File: src/rtl/cordic_phase_fold_if.sv
// Handshake bundle between the phase folder (master) and the downstream cordic_rtl core (slave).
interface cordic_phase_fold_if;
    logic        core_start;
    logic [11:0] core_angle;
    logic        core_ready;
    logic [11:0] core_sin;
    logic [11:0] core_cos;

    modport master (
        output core_start,
        output core_angle,
        input  core_ready,
        input  core_sin,
        input  core_cos
    );

    modport slave (
        input  core_start,
        input  core_angle,
        output core_ready,
        output core_sin,
        output core_cos
    );
endinterface

File: src/rtl/cordic_phase_fold.sv
// Folds a signed [-pi, +pi] phase into the first quadrant for a cordic_rtl core and restores result signs.
// Optional macro CORDIC_RANGE_CHECK_EN adds err_out and rejects |phase_in| > PI instead of saturating it.
module cordic_phase_fold #(
    parameter int ITER_TIMEOUT = 63
) (
    input  logic                clock,
    input  logic                reset,
    input  logic                start,
    input  logic signed [12:0]  phase_in,
    cordic_phase_fold_if.master core,
    output logic                ready_out,
    output logic signed [12:0]  sin_out,
    output logic signed [12:0]  cos_out
`ifdef CORDIC_RANGE_CHECK_EN
    ,
    output logic                err_out
`endif
);

    localparam logic [12:0] PI          = 13'd3217;
    localparam logic [12:0] HALF_PI     = 13'd1608;
    localparam logic [5:0]  TIMEOUT_CNT = 6'(ITER_TIMEOUT);

    typedef enum logic [2:0] {IDLE, FOLD, KICK, WAIT, FIX} state_t;

    state_t             r_state;
    logic signed [12:0] r_phase;
    logic               r_coreStart;
    logic [11:0]        r_coreAngle;
    logic [5:0]         r_count;
    logic               r_sinNeg;
    logic               r_cosNeg;
    logic [11:0]        r_sinMag;
    logic [11:0]        r_cosMag;
    logic               r_readyOut;
    logic signed [12:0] r_sinOut;
    logic signed [12:0] r_cosOut;
`ifdef CORDIC_RANGE_CHECK_EN
    logic               r_errPending;
    logic               r_err;
`endif

    logic [12:0] w_abs;
    logic [12:0] w_sat;
    logic        w_outOfRange;
    logic        w_cosNeg;
    logic [11:0] w_foldAngle;

    // Magnitude is 13 bits wide so that -4096 folds without overflow.
    always_comb begin
        w_abs        = r_phase[12] ? $unsigned(-r_phase) : $unsigned(r_phase);
        w_outOfRange = (w_abs > PI);
        w_sat        = w_outOfRange ? PI : w_abs;
        w_cosNeg     = (w_sat > HALF_PI);
        w_foldAngle  = w_cosNeg ? 12'(PI - w_sat) : w_sat[11:0];
    end

    always_ff @(posedge clock) begin
        if (reset) begin
            r_state     <= IDLE;
            r_phase     <= '0;
            r_coreStart <= 1'b0;
            r_coreAngle <= '0;
            r_count     <= '0;
            r_sinNeg    <= 1'b0;
            r_cosNeg    <= 1'b0;
            r_sinMag    <= '0;
            r_cosMag    <= '0;
            r_readyOut  <= 1'b0;
            r_sinOut    <= '0;
            r_cosOut    <= '0;
`ifdef CORDIC_RANGE_CHECK_EN
            r_errPending <= 1'b0;
            r_err        <= 1'b0;
`endif
        end else begin
            r_coreStart <= 1'b0;
            r_readyOut  <= 1'b0;
`ifdef CORDIC_RANGE_CHECK_EN
            r_err       <= 1'b0;
`endif
            case (r_state)
                // A start coinciding with the previous result pulse is dropped.
                IDLE: begin
                    if (start && !r_readyOut) begin
                        r_phase <= phase_in;
                        r_state <= FOLD;
                    end
                end
                FOLD: begin
                    r_sinNeg <= r_phase[12];
                    r_cosNeg <= w_cosNeg;
`ifdef CORDIC_RANGE_CHECK_EN
                    if (w_outOfRange) begin
                        r_coreAngle  <= '0;
                        r_sinMag     <= '0;
                        r_cosMag     <= '0;
                        r_errPending <= 1'b1;
                        r_state      <= FIX;
                    end else begin
                        r_coreAngle  <= w_foldAngle;
                        r_coreStart  <= 1'b1;
                        r_errPending <= 1'b0;
                        r_state      <= KICK;
                    end
`else
                    r_coreAngle <= w_foldAngle;
                    r_coreStart <= 1'b1;
                    r_state     <= KICK;
`endif
                end
                KICK: begin
                    r_count <= '0;
                    r_state <= WAIT;
                end
                WAIT: begin
                    if (core.core_ready) begin
                        r_sinMag <= core.core_sin;
                        r_cosMag <= core.core_cos;
                        r_count  <= '0;
                        r_state  <= FIX;
                    end else if (r_count + 6'd1 == TIMEOUT_CNT) begin
                        r_sinMag <= '0;
                        r_cosMag <= '0;
                        r_count  <= '0;
`ifdef CORDIC_RANGE_CHECK_EN
                        r_errPending <= 1'b1;
`endif
                        r_state  <= FIX;
                    end else begin
                        r_count <= r_count + 6'd1;
                    end
                end
                FIX: begin
                    r_sinOut   <= r_sinNeg ? -$signed({1'b0, r_sinMag}) : $signed({1'b0, r_sinMag});
                    r_cosOut   <= r_cosNeg ? -$signed({1'b0, r_cosMag}) : $signed({1'b0, r_cosMag});
                    r_readyOut <= 1'b1;
`ifdef CORDIC_RANGE_CHECK_EN
                    r_err      <= r_errPending;
`endif
                    r_state    <= IDLE;
                end
                default: r_state <= IDLE;
            endcase
        end
    end

    assign core.core_start = r_coreStart;
    assign core.core_angle = r_coreAngle;
    assign ready_out       = r_readyOut;
    assign sin_out         = r_sinOut;
    assign cos_out         = r_cosOut;
`ifdef CORDIC_RANGE_CHECK_EN
    assign err_out         = r_err;
`endif

endmodule

File: src/flat_wrapper.sv
// flat-port wrapper written by rule: the top's interface ports become plain ports
module cordic_phase_fold_flat 
#(
    parameter int ITER_TIMEOUT = 63
)
  (clock, reset, start, phase_in, ready_out, sin_out, cos_out, core_core_start, core_core_angle, core_core_ready, core_core_sin, core_core_cos);
  cordic_phase_fold_if core_i ();
  input  logic clock;
  input  logic reset;
  input  logic start;
  input  logic signed [12:0] phase_in;
  output logic ready_out;
  output logic signed [12:0] sin_out;
  output logic signed [12:0] cos_out;
  output wire logic [$bits(core_i.core_start)-1:0] core_core_start;
  output wire logic [$bits(core_i.core_angle)-1:0] core_core_angle;
  input wire logic [$bits(core_i.core_ready)-1:0] core_core_ready;
  input wire logic [$bits(core_i.core_sin)-1:0] core_core_sin;
  input wire logic [$bits(core_i.core_cos)-1:0] core_core_cos;
  assign core_core_start = core_i.core_start;
  assign core_core_angle = core_i.core_angle;
  assign core_i.core_ready = core_core_ready;
  assign core_i.core_sin = core_core_sin;
  assign core_i.core_cos = core_core_cos;
  cordic_phase_fold #(.ITER_TIMEOUT(ITER_TIMEOUT)) u_core (.clock(clock), .reset(reset), .start(start), .phase_in(phase_in), .core(core_i), .ready_out(ready_out), .sin_out(sin_out), .cos_out(cos_out));
endmodule
File: config.mk
export PLATFORM = sky130hd
export DESIGN_NAME = cordic_phase_fold_flat
export DESIGN_NICKNAME = d
export VERILOG_FILES = /design/src/rtl/cordic_phase_fold_if.sv /design/src/rtl/cordic_phase_fold.sv /design/src/flat_wrapper.sv
export SDC_FILE = /design/constraint.sdc
export NUM_CORES = 1
export LEC_CHECK = 0
export CAP_MARGIN = 25
export CORE_MARGIN = 4
export CORE_UTILIZATION = 40
export CTS_CLUSTER_DIAMETER = 120
export CTS_CLUSTER_SIZE = 10
export DETAILED_ROUTE_END_ITERATION = 7
export HOLD_SLACK_MARGIN = 0.03
export PLACE_DENSITY = 0.65
export SLEW_MARGIN = 20
export SYNTH_ARGS = -nofsm -noshare
export SYNTH_HDL_FRONTEND = slang
export SYNTH_SLANG_ARGS = --single-unit
File: constraint.sdc
create_clock -name clock -period 7.64 [get_ports clock]
set_clock_uncertainty 0.15 [all_clocks]
set_input_delay 0.764 -clock clock [delete_from_list [all_inputs] [get_ports clock]]
set_output_delay 0.764 -clock clock [all_outputs]
set_load 0.1 [all_outputs]
==> flow_summary.yaml, run 1 <==
power:
  cellLeakagePower_nw: 2.15
  pwr-share-seq_pct: 40.4
  power_density_cells_nw_per_um2: 210
  switching_power_w: 0.000378
  finalPower_w: 0.00124
  p_int_w: 0.000865
  peakVddDrop_v: 0.000103
  switching_fraction_pct: 30.4
  pwr-share-comb_pct: 22.5
  clkPwrFrac_pct: 37.1
drt:
  postRouteWirelength_um: 12100
  drcViolationCount: 0
  post_drt_wl_per_cell_um: 15.6
  detailedRoute.firstPassIterationCount: 5
  drt_iter0_drc: 309
  via_count: 4235
  route.detailed.vias_per_inst: 5.43
  route.antenna.remaining_nets: 0
global_route:
  vias_in_the_first_global_route: 4060
  maximum_number_of_pins_on_one_net_before_global_route_repair: 85
  globalRouteOverflowTotal: 0
  grt_pass1_wl_um: 20400
  grt.total_usage_pct: 17.6
  grt_antenna_before_repair: 0
cts:
  cts_setup_buffers: 0
  tritoncts: "built"
  insertion_delay_ns: 0.34
  root_buffer: "sky130_fd_sc_hd__clkbuf_16"
  htree_levels: 3
  cts_resized: 0
  clkSinkCount: 88
  clockBufferDepth: 2
  cts.reportedPaths.clkPinSlew_ns: 0.06
  numCtsBuffers: 9
  cts_hold_buffers: 0
outcome:
  status: "complete, no violations"
worst_setup_path:
  critPathCaptureType: "flip-flop"
  critical_path_arrival_ns: 4.08
  critPathMaxFanout: 24
  required_time_reported_for_the_critical_path_endpoint_ns: 7.74
  worst_setup_path_start_kind: "flip-flop"
  path_class: "flip-flop to flip-flop"
timing:
  totalNegativeSetupSlack_ns: 0
  tightestPinTransition_ns: 1.02
  unrepaired_setup_endpoints_after_global_routing: "false"
  drv_slew: 0
  final.period_utilization_pct: 52.1
  final-setup-viol-count: 0
  headroom_to_the_max_slew_limit_pct: 31.8
  maxClockFrequency_ghz: 0.251
  final-hold-violation-count: 0
  finalWorstPathRequiredPeriod_ns: 3.98
place:
  hpwlAfterDp_um: 8720
  port_buffers: 80
  gp_congestion: 0.885
die:
  placeableCoreArea_um2: 11600
  dieHeight_um: 118
  die-area_um2: 13900
  design.portCount: 81
  placement_rows: 39
  start_util_pct: 41.7
  die_x_um: 118
logic_synthesis:
  syn_area_per_cell_um2: 8.32
  synthesis.area_um2: 4840
  synth.ff_latch_count: 88
  synth.net_count: 630
  post_synth_inst_count: 582
  asyncSetResetFlopFracSynth_pct: 0
  yosysSeqAreaShare_pct: 36.4
  yosysUniqueCellTypes: 73
  yosys_warnings: 0
  synthFlopType: "sky130_fd_sc_hd__dfxtp_1"
  synth-edff-count: 0
layout:
  antenna_cells_inserted: 0
  fillerInstances: 1117
  nets: 682
  syn_to_final_growth_pct: 22.4
  multi_input_comb_area_um2: 2820
  mostFrequentLayoutCells: "sky130_fd_sc_hd__nor2_1 (89), sky130_fd_sc_hd__dfxtp_1 (88), sky130_fd_sc_hd__clkdlybuf4s50_1 (79), sky130_fd_sc_hd__nand2_1 (61), sky130_fd_sc_hd__a21oi_1 (35)"
  sequential_cell_area_um2: 1760
  mostFrequentLayoutCell: "sky130_fd_sc_hd__nor2_1"
  ratio_of_cells_with_drive_above_1_in_the_final_layout_pct: 7.38
min_path:
  hold_class: "flip-flop to flip-flop"
flow_run:
  maxCapViolCount: 0
[through the flow]
step	util (%)	setup WS (ns)	hold slack (ns)	instances	area, um^2
2_1_floorplan	-	4.13	0.297	582	4840
3_3_place_gp	48.4	3.81	0.293	766	5620
3_5_place_dp	48.4	3.72	0.294	766	5620
4_1_cts	51.0	3.69	0.301	780	5930
5_1_grt	51.1	3.36	0.334	780	5930
6_report	51.1	3.66	0.303	780	5930
[power by group through the flow]
stage / combinational (W) / sequential (W) / clock [W]
4_1_cts: 0.000280 / 0.000502 / 0.000474
6_report: 0.000280 / 0.000503 / 0.000460
5_1_grt: 0.000303 / 0.000506 / 0.000490
2_1_floorplan: 0.000186 / 0.000540 / 0
3_3_place_gp: 0.000278 / 0.000512 / 0
3_5_place_dp: 0.000279 / 0.000512 / 0
[layout make-up]
class / instances / area share [%]
timing repair buffer: 83 / 13.8
clock buffer: 9 / 3.80
multi-input combinational: 441 / 47.6
tap: 143 / 3.02
inverter: 11 / 0.696
sequential: 88 / 29.7
clock inverter: 5 / 1.41
[state kept, by name, summed over array words and instances, names as in the netlist, 3 cells and up]
| signal | flops |
|---|---|
| u_core.r_state | 3 |
| u_core.r_sinMag | 12 |
| u_core.r_count | 6 |
| u_core.r_phase | 13 |
| u_core.sin_out | 13 |
| u_core.cos_out | 13 |
| u_core.core.core_angle | 12 |
| u_core.r_cosMag | 12 |
[cell usage after synthesis (4+ instances only)]
cell / n / share of area [%]
sky130_fd_sc_hd__nand2_1: 61 / 4.7
sky130_fd_sc_hd__and3_1: 5 / 0.65
sky130_fd_sc_hd__nand3_1: 9 / 0.93
sky130_fd_sc_hd__buf_6: 7 / 1.6
sky130_fd_sc_hd__xor2_1: 14 / 2.5
sky130_fd_sc_hd__and2_1: 4 / 0.52
sky130_fd_sc_hd__nor3b_1: 5 / 0.78
sky130_fd_sc_hd__nor3_1: 4 / 0.41
sky130_fd_sc_hd__nor2_1: 89 / 6.9
sky130_fd_sc_hd__a311oi_1: 4 / 0.72
sky130_fd_sc_hd__o21a_1: 4 / 0.62
sky130_fd_sc_hd__ha_1: 7 / 1.8
sky130_fd_sc_hd__o21ai_0: 20 / 2.1
sky130_fd_sc_hd__dfxtp_1: 88 / 36
sky130_fd_sc_hd__nor2b_1: 8 / 1.0
sky130_fd_sc_hd__nand4_1: 4 / 0.52
sky130_fd_sc_hd__buf_2: 4 / 0.41
sky130_fd_sc_hd__nand3b_1: 5 / 0.78
sky130_fd_sc_hd__inv_1: 11 / 0.85
sky130_fd_sc_hd__a211oi_1: 10 / 1.5
sky130_fd_sc_hd__mux2i_1: 18 / 3.7
sky130_fd_sc_hd__a21oi_1: 35 / 3.6
sky130_fd_sc_hd__or2_2: 7 / 0.90
sky130_fd_sc_hd__a211oi_2: 4 / 1.0
sky130_fd_sc_hd__or3_1: 7 / 0.90
sky130_fd_sc_hd__clkbuf_1: 26 / 2.0
sky130_fd_sc_hd__xnor2_1: 18 / 3.3
sky130_fd_sc_hd__a22oi_1: 25 / 3.9
sky130_fd_sc_hd__o31ai_1: 5 / 0.78
sky130_fd_sc_hd__o41ai_1: 5 / 0.90
[critical path, cell delays in order, from the launching register on]
cell and delay, ns:
sky130_fd_sc_hd__dfxtp_1 0.82, sky130_fd_sc_hd__or4b_4 0.59, sky130_fd_sc_hd__nor4_4 0.49, sky130_fd_sc_hd__nand4bb_1 0.24, sky130_fd_sc_hd__o31ai_2 0.11, sky130_fd_sc_hd__nor2_2 0.42
sky130_fd_sc_hd__or2_2 0.20, sky130_fd_sc_hd__ha_1 0.28, sky130_fd_sc_hd__a21oi_1 0.10, sky130_fd_sc_hd__nand2_1 0.10, sky130_fd_sc_hd__nand3b_1 0.10, sky130_fd_sc_hd__a311oi_2 0.28
[layer usage]
metal	track usage, %	part of all wire [%]
met1	24.8	50
met2	26.9	45
met3	2.74	3.4
met4	6.96	1.9
met5	0	0
[final timing paths]
| check | start | to | slack, ns | cells after the start |
|---|---|---|---|---|
| worst min register to register | u_core.sin_out[10] | u_core.sin_out[10] | 0.30 | 2 |
| worst min-delay path | u_core.sin_out[10] | u_core.sin_out[10] | 0.30 | 2 |
| worst max register to register | u_core.r_phase[12] | u_core.core.core_angle[5] | 3.66 | 11 |
| worst max-delay path | u_core.r_phase[12] | u_core.core.core_angle[5] | 3.66 | 11 |
[kinds of logic after synthesis]
| kind of cell | after synthesis | synth area share (%) |
|---|---|---|
| AO/OA/AOI/OAI | 152 | 22.4 |
| XOR/XNOR | 32 | 5.79 |
| adder cells (fa/ha/maj) | 7 | 1.81 |
| buffers and inverters | 53 | 5.48 |
| flip-flops | 88 | 36.4 |
| multiplexers | 18 | 3.72 |
| AND/OR/NAND/NOR | 232 | 24.4 |
Power figures use the tool's default switching activity.
==> run 2: changes to the inputs <==
Clock period 7.64 ns to 3.85 ns, I/O delays scaled along.
==> flow_summary.yaml, run 2 (synthesized netlist as in run 1, its figures left out) <==
outcome:
  status: "complete, no violations"
power:
  power_density_cells_nw_per_um2: 417
  cellLeakagePower_nw: 2.21
  clkPwrFrac_pct: 37.5
  switching_power_w: 0.000772
  pwr-share-comb_pct: 23.1
  p_int_w: 0.00174
  peakVddDrop_v: 0.000185
  switching_fraction_pct: 30.7
  pwr-share-seq_pct: 39.4
cts:
  htree_levels: 3
  cts_setup_buffers: 0
  cts.reportedPaths.clkPinSlew_ns: 0.06
  tritoncts: "built"
  cts_hold_buffers: 0
  insertion_delay_ns: 0.34
  cts_resized: 0
  clkSinkCount: 88
  clockBufferDepth: 2
  numCtsBuffers: 9
  root_buffer: "sky130_fd_sc_hd__clkbuf_16"
timing:
  drv_slew: 0
  tightestPinTransition_ns: 1.07
  final.setup.worst_slack_ns: 0.277
  maxClockFrequency_ghz: 0.280
  unrepaired_setup_endpoints_after_global_routing: "false"
  headroom_to_the_max_slew_limit_pct: 28.4
  finalWorstPathRequiredPeriod_ns: 3.57
  totalNegativeSetupSlack_ns: 0
  final.period_utilization_pct: 92.8
  final-hold-violation-count: 0
  final-setup-viol-count: 0
drt:
  post_drt_wl_per_cell_um: 15.9
  detailedRoute.firstPassIterationCount: 4
  route.antenna.remaining_nets: 0
  drcViolationCount: 0
  postRouteWirelength_um: 12600
  drt_iter0_drc: 242
  via_count: 4366
  route.detailed.vias_per_inst: 5.52
die:
  start_util_pct: 41.7
  design.portCount: 81
  die_x_um: 118
  placeableCoreArea_um2: 11600
  dieHeight_um: 118
  placement_rows: 39
  die-area_um2: 13900
global_route:
  grt_pass1_wl_um: 21100
  grt_antenna_before_repair: 0
  maximum_number_of_pins_on_one_net_before_global_route_repair: 51
  globalRouteOverflowTotal: 0
  grt.total_usage_pct: 18.2
  vias_in_the_first_global_route: 4219
worst_setup_path:
  crit_path_top_delay_cell: "sky130_fd_sc_hd__or3b_1"
  crit_buf_inv: 1
  path_class: "flip-flop to flip-flop"
  critPathCaptureType: "flip-flop"
  required_time_reported_for_the_critical_path_endpoint_ns: 3.93
  worst_setup_path_start_kind: "flip-flop"
  cp_cell_sequence: "inv_1 > ha_1 > or3b_1 > a211oi_4 > a21oi_1 > nor4_4 > nor2_2 > or2_2 > ha_1 > or2b_1 > xnor2_1 > a22o_1"
  crit_path_max_incr_delay_ns: 0.42
  critical_path_arrival_ns: 3.66
  critical_path.most_common_cell: "sky130_fd_sc_hd__ha_1"
  worst_setup_path_startpoint: "u_core.r_phase[1]"
  critPathMaxFanout: 10
  worst_r2r_startpoint: "u_core.r_phase[1]"
  timing.critical_path.max_delay_family: "simple AND/OR/NAND/NOR gates"
layout:
  ratio_of_cells_with_drive_above_1_in_the_final_layout_pct: 8.64
  design_area_um2: 6010
  fillerInstances: 1098
  antenna_cells_inserted: 0
  mostFrequentLayoutCells: "sky130_fd_sc_hd__nor2_1 (89), sky130_fd_sc_hd__dfxtp_1 (88), sky130_fd_sc_hd__clkdlybuf4s50_1 (79), sky130_fd_sc_hd__nand2_1 (61), sky130_fd_sc_hd__a21oi_1 (35)"
  mostFrequentLayoutCell: "sky130_fd_sc_hd__nor2_1"
  nets: 691
  syn_to_final_growth_pct: 24.1
place:
  hpwlAfterDp_um: 9190
  gp_congestion: 0.892
  dp_worst_setup_slack_ns: 0.216
  postPlaceCellArea_um2: 5680
  port_buffers: 80
min_path:
  hold_class: "flip-flop to flip-flop"
  worst_hold_startpoint: "u_core.sin_out[0]"
flow_run:
  maxCapViolCount: 0
run 2: power by group through the flow:
stage	logic (W)	registers (W)	clock network, W
2_1_floorplan	0.000369	0.00107	0
3_3_place_gp	0.000570	0.00101	0
3_5_place_dp	0.000574	0.00101	0
4_1_cts	0.000577	0.000989	0.000963
5_1_grt	0.000627	0.000995	0.000993
6_report	0.000579	0.000990	0.000941
run 2: layout make-up:
cell class                      count  area (um^2)  share of cell area (%)
Clock buffer                       10          229                    3.81
Sequential cell                    88         1760                    29.3
Multi-Input combinational cell    441         2820                    47.0
Inverter                           11         41.3                   0.687
Tap cell                          143          179                    2.98
Timing Repair Buffer               92          886                    14.7
Clock inverter                      6         91.3                    1.52
run 2: path summary, 6_finish.rpt:
check / endpoint / slack, ns / cells past startpoint
hold reg to reg: u_core.sin_out[0] / 0.31 / 2
setup reg to reg: u_core.core.core_angle[3] / 0.28 / 12
setup / recovery: u_core.core.core_angle[3] / 0.28 / 12
hold / removal: u_core.sin_out[0] / 0.31 / 2
run 2: metal layers:
layer | vias to the layer above | GRT usage (%) | part of all wire, %
met2 | 95 | 28.8 | 46
met1 | 2056 | 25.0 | 49
met3 | 15 | 3.12 | 3.8
met5 | - | 0 | 0
li1 | 2200 | - | -
met4 | 0 | 6.67 | 1.7
run 2: through the flow:
stage                     util [%]  hold WS [ns]  power (W)  cells
after floorplan                  -         0.297    0.00144    582
after global placement        48.9         0.289    0.00158    775
after detailed placement      48.9         0.299    0.00158    775
after CTS                     51.7         0.307    0.00253    791
after global routing          51.8         0.335    0.00262    791
final                         51.8         0.306    0.00251    791
run 2: worst reg2reg max path, cell delays in order, from the launching register on:
cell and delay, ns:
sky130_fd_sc_hd__dfxtp_1 0.40, sky130_fd_sc_hd__inv_1 0.11, sky130_fd_sc_hd__ha_1 0.27, sky130_fd_sc_hd__or3b_1 0.42, sky130_fd_sc_hd__a211oi_4 0.38, sky130_fd_sc_hd__a21oi_1 0.16, sky130_fd_sc_hd__nor4_4 0.32, sky130_fd_sc_hd__nor2_2 0.11
sky130_fd_sc_hd__or2_2 0.31, sky130_fd_sc_hd__ha_1 0.28, sky130_fd_sc_hd__or2b_1 0.26, sky130_fd_sc_hd__xnor2_1 0.12, sky130_fd_sc_hd__a22o_1 0.19
==> RTL change, RTL diff (settings of run 2) <==
`ITER_TIMEOUT` is set to 63 in 2 places; all go to 31.
--- a/src/rtl/cordic_phase_fold.sv
+++ b/src/rtl/cordic_phase_fold.sv
@@ -3,3 +3,3 @@
 module cordic_phase_fold #(
-    parameter int ITER_TIMEOUT = 63
+    parameter int ITER_TIMEOUT = 31
 ) (
--- a/src/flat_wrapper.sv
+++ b/src/flat_wrapper.sv
@@ -3,3 +3,3 @@
 #(
-    parameter int ITER_TIMEOUT = 63
+    parameter int ITER_TIMEOUT = 31
 )
Check against the original RTL: same outputs for any inputs over 10 cycles, from zero or initial values and one cycle with reset high; that may be too few to reach the edited logic, so the function may still have changed.
==> RTL change against run 2 <==
- routed wire length up 2.9%
- area after synthesis down 3.4%
- non-clock buffer count up 10
- total power down 4.1%
- fmax down 2.9%
- sequential cell count unchanged
- final area down 0.71%
- count of clock-buffer cells in the layout up 1
- first-iteration DRC count up 55%
- setup slack worse by 0.10 ns
- critical path depth down 1
- largest cell class unchanged
- highest routed layer unchanged
==> RTL change: results <==
[place]
place_area_um2 = 5640
dp.final_hpwl_um = 9340
placed_cells = 792
gp_congestion = 0.873

[yosys]
synthCells = 592
synth_compound_area_share_pct = 22.4
postSynthNetCount = 640
post_synth_num_cell_types = 64
adder_cell_area_share_of_the_yosys_netlist_pct = 1.87
synth_area_leaders = dfxtp_1 (38%), nor2_1 (7.0%), nand2_1 (4.7%)
synthesized_area_fraction_occupied_by_xor_and_xnor_cells_pct = 6.18
synthTopCellsByCount = dfxtp_1 (88), nor2_1 (87), nand2_1 (59)
muxShareOfSynthArea_pct = 3.21
synth_edf_count = 0

[critical_path]
cp_slowest_stage_delay_ns = 0.62
critPathArrivalTime_ns = 3.77
largest_driver_fanout_on_the_critical_path = 9
worst_path_max_delay_cell = or4_1

[power_and_ir_drop]
internal_power_mw = 1.64
vdd.ir_drop.worst_v = 0.000366
p_comb_share_pct = 24.1
proportion_of_power_drawn_by_the_clock_network_pct = 35.4
power.static_leakage_nw = 2.19

[drt]
drt-initial-drc-count = 376
routed_wirelength_um = 12900
first_pass_iters = 5

[outcome]
run_status = finished, final reports clean

[cells_and_area]
antennaDiodeCount = 0
finish.cell_count_without_fillers = 809
nets = 709
n_fill_cell = 1140
drive_above_1_share_pct = 7.51

[global_routing]
grt_start_max_net_pins = 57
grt_antenna_before_repair = 0
first_global_vias = 4301
first_pass_grt_wire_length_um = 21100
grt_use_total_pct = 19.6

[sta]
maxSlewHeadroom_pct = 32.9
## RTL change: cell types whose count changed after synthesis, moves of 4 or more
| cell | before | now |
|---|---|---|
| nand2b_1 | 2 | 8 |
| nor4_1 | 2 | 9 |
| clkbuf_1 | 26 | 38 |
| a21oi_1 | 35 | 39 |
| buf_6 | 7 | 1 |
| or2_2 | 7 | 3 |
| a211oi_2 | 4 | 0 |
| o31ai_1 | 5 | 9 |
| o21ai_0 | 20 | 30 |
## RTL change: through the flow
step | setup TNS, ns | setup WS [ns] | total power [mW] | utilization, %
after detailed placement | 0 | 0.139 | 1.56 | 49.4
after CTS | 0 | 0.0920 | 2.42 | 51.9
after global routing | -0.00521 | -0.00521 | 2.53 | 52.3
after floorplan | 0 | 0.270 | 1.38 | -
final | 0 | 0.172 | 2.41 | 52.3
after global placement | 0 | 0.256 | 1.55 | 49.2
## RTL change: cells by family after synthesis
kind of cell               count (synthesis)
and+or+nand+nor                          233
DFF                                       88
buffers and inverters                     59
adders and majority gates                  7
xor gates and xnor gates                  33
AOI/OAI and AO/OA                        157
muxes                                     15
## RTL change: worst reg2reg max path: stages (launching register included)
cell	delay, ns
dfxtp_1	0.38
or4_4	0.54
or4_1	0.62
a21boi_1	0.18
a32o_1	0.26
or2_4	0.28
nand2_1	0.11
ha_1	0.25
o21ai_2	0.10
a32o_1	0.28
a211o_1	0.29
and3_1	0.13
## RTL change: layout make-up
type / count / share of cell area (%)
clock inverters: 5 / 0.650
flip-flops and latches: 88 / 29.5
inverters: 15 / 0.943
multi-input cells: 445 / 45.1
clock buffers: 11 / 4.23
well taps: 143 / 3.00
repair buffers: 102 / 16.6
## RTL change: what timing repair did
item / 4_1_cts / 5_1_grt
resized for setup: 0 / 3
hold buffers: 0 / 0
setup buffers: 0 / 0
setup endpoints to repair: 0 / 5
## RTL change: path summary, 6_finish.rpt
| check | start | endpoint | slack (ns) | cells after the start |
|---|---|---|---|---|
| hold reg to reg | u_core.cos_out[7]$_SDFFE_PP0P_ | u_core.cos_out[7]$_SDFFE_PP0P_ | 0.30 | 2 |
| setup reg to reg | u_core.r_phase[4]$_SDFFE_PP0P_ | u_core.core.core_angle[9]$_SDFFE_PP0P_ | 0.17 | 11 |
| setup / recovery | u_core.r_phase[4]$_SDFFE_PP0P_ | u_core.core.core_angle[9]$_SDFFE_PP0P_ | 0.17 | 11 |
| hold / removal | u_core.cos_out[7]$_SDFFE_PP0P_ | u_core.cos_out[7]$_SDFFE_PP0P_ | 0.30 | 2 |
## RTL change: metal layers
metal / share of wire [%] / track usage (%)
met1: 47 / 26.1
met5: 0 / 0
met2: 46 / 31.0
met3: 5.4 / 4.61
met4: 1.9 / 7.50
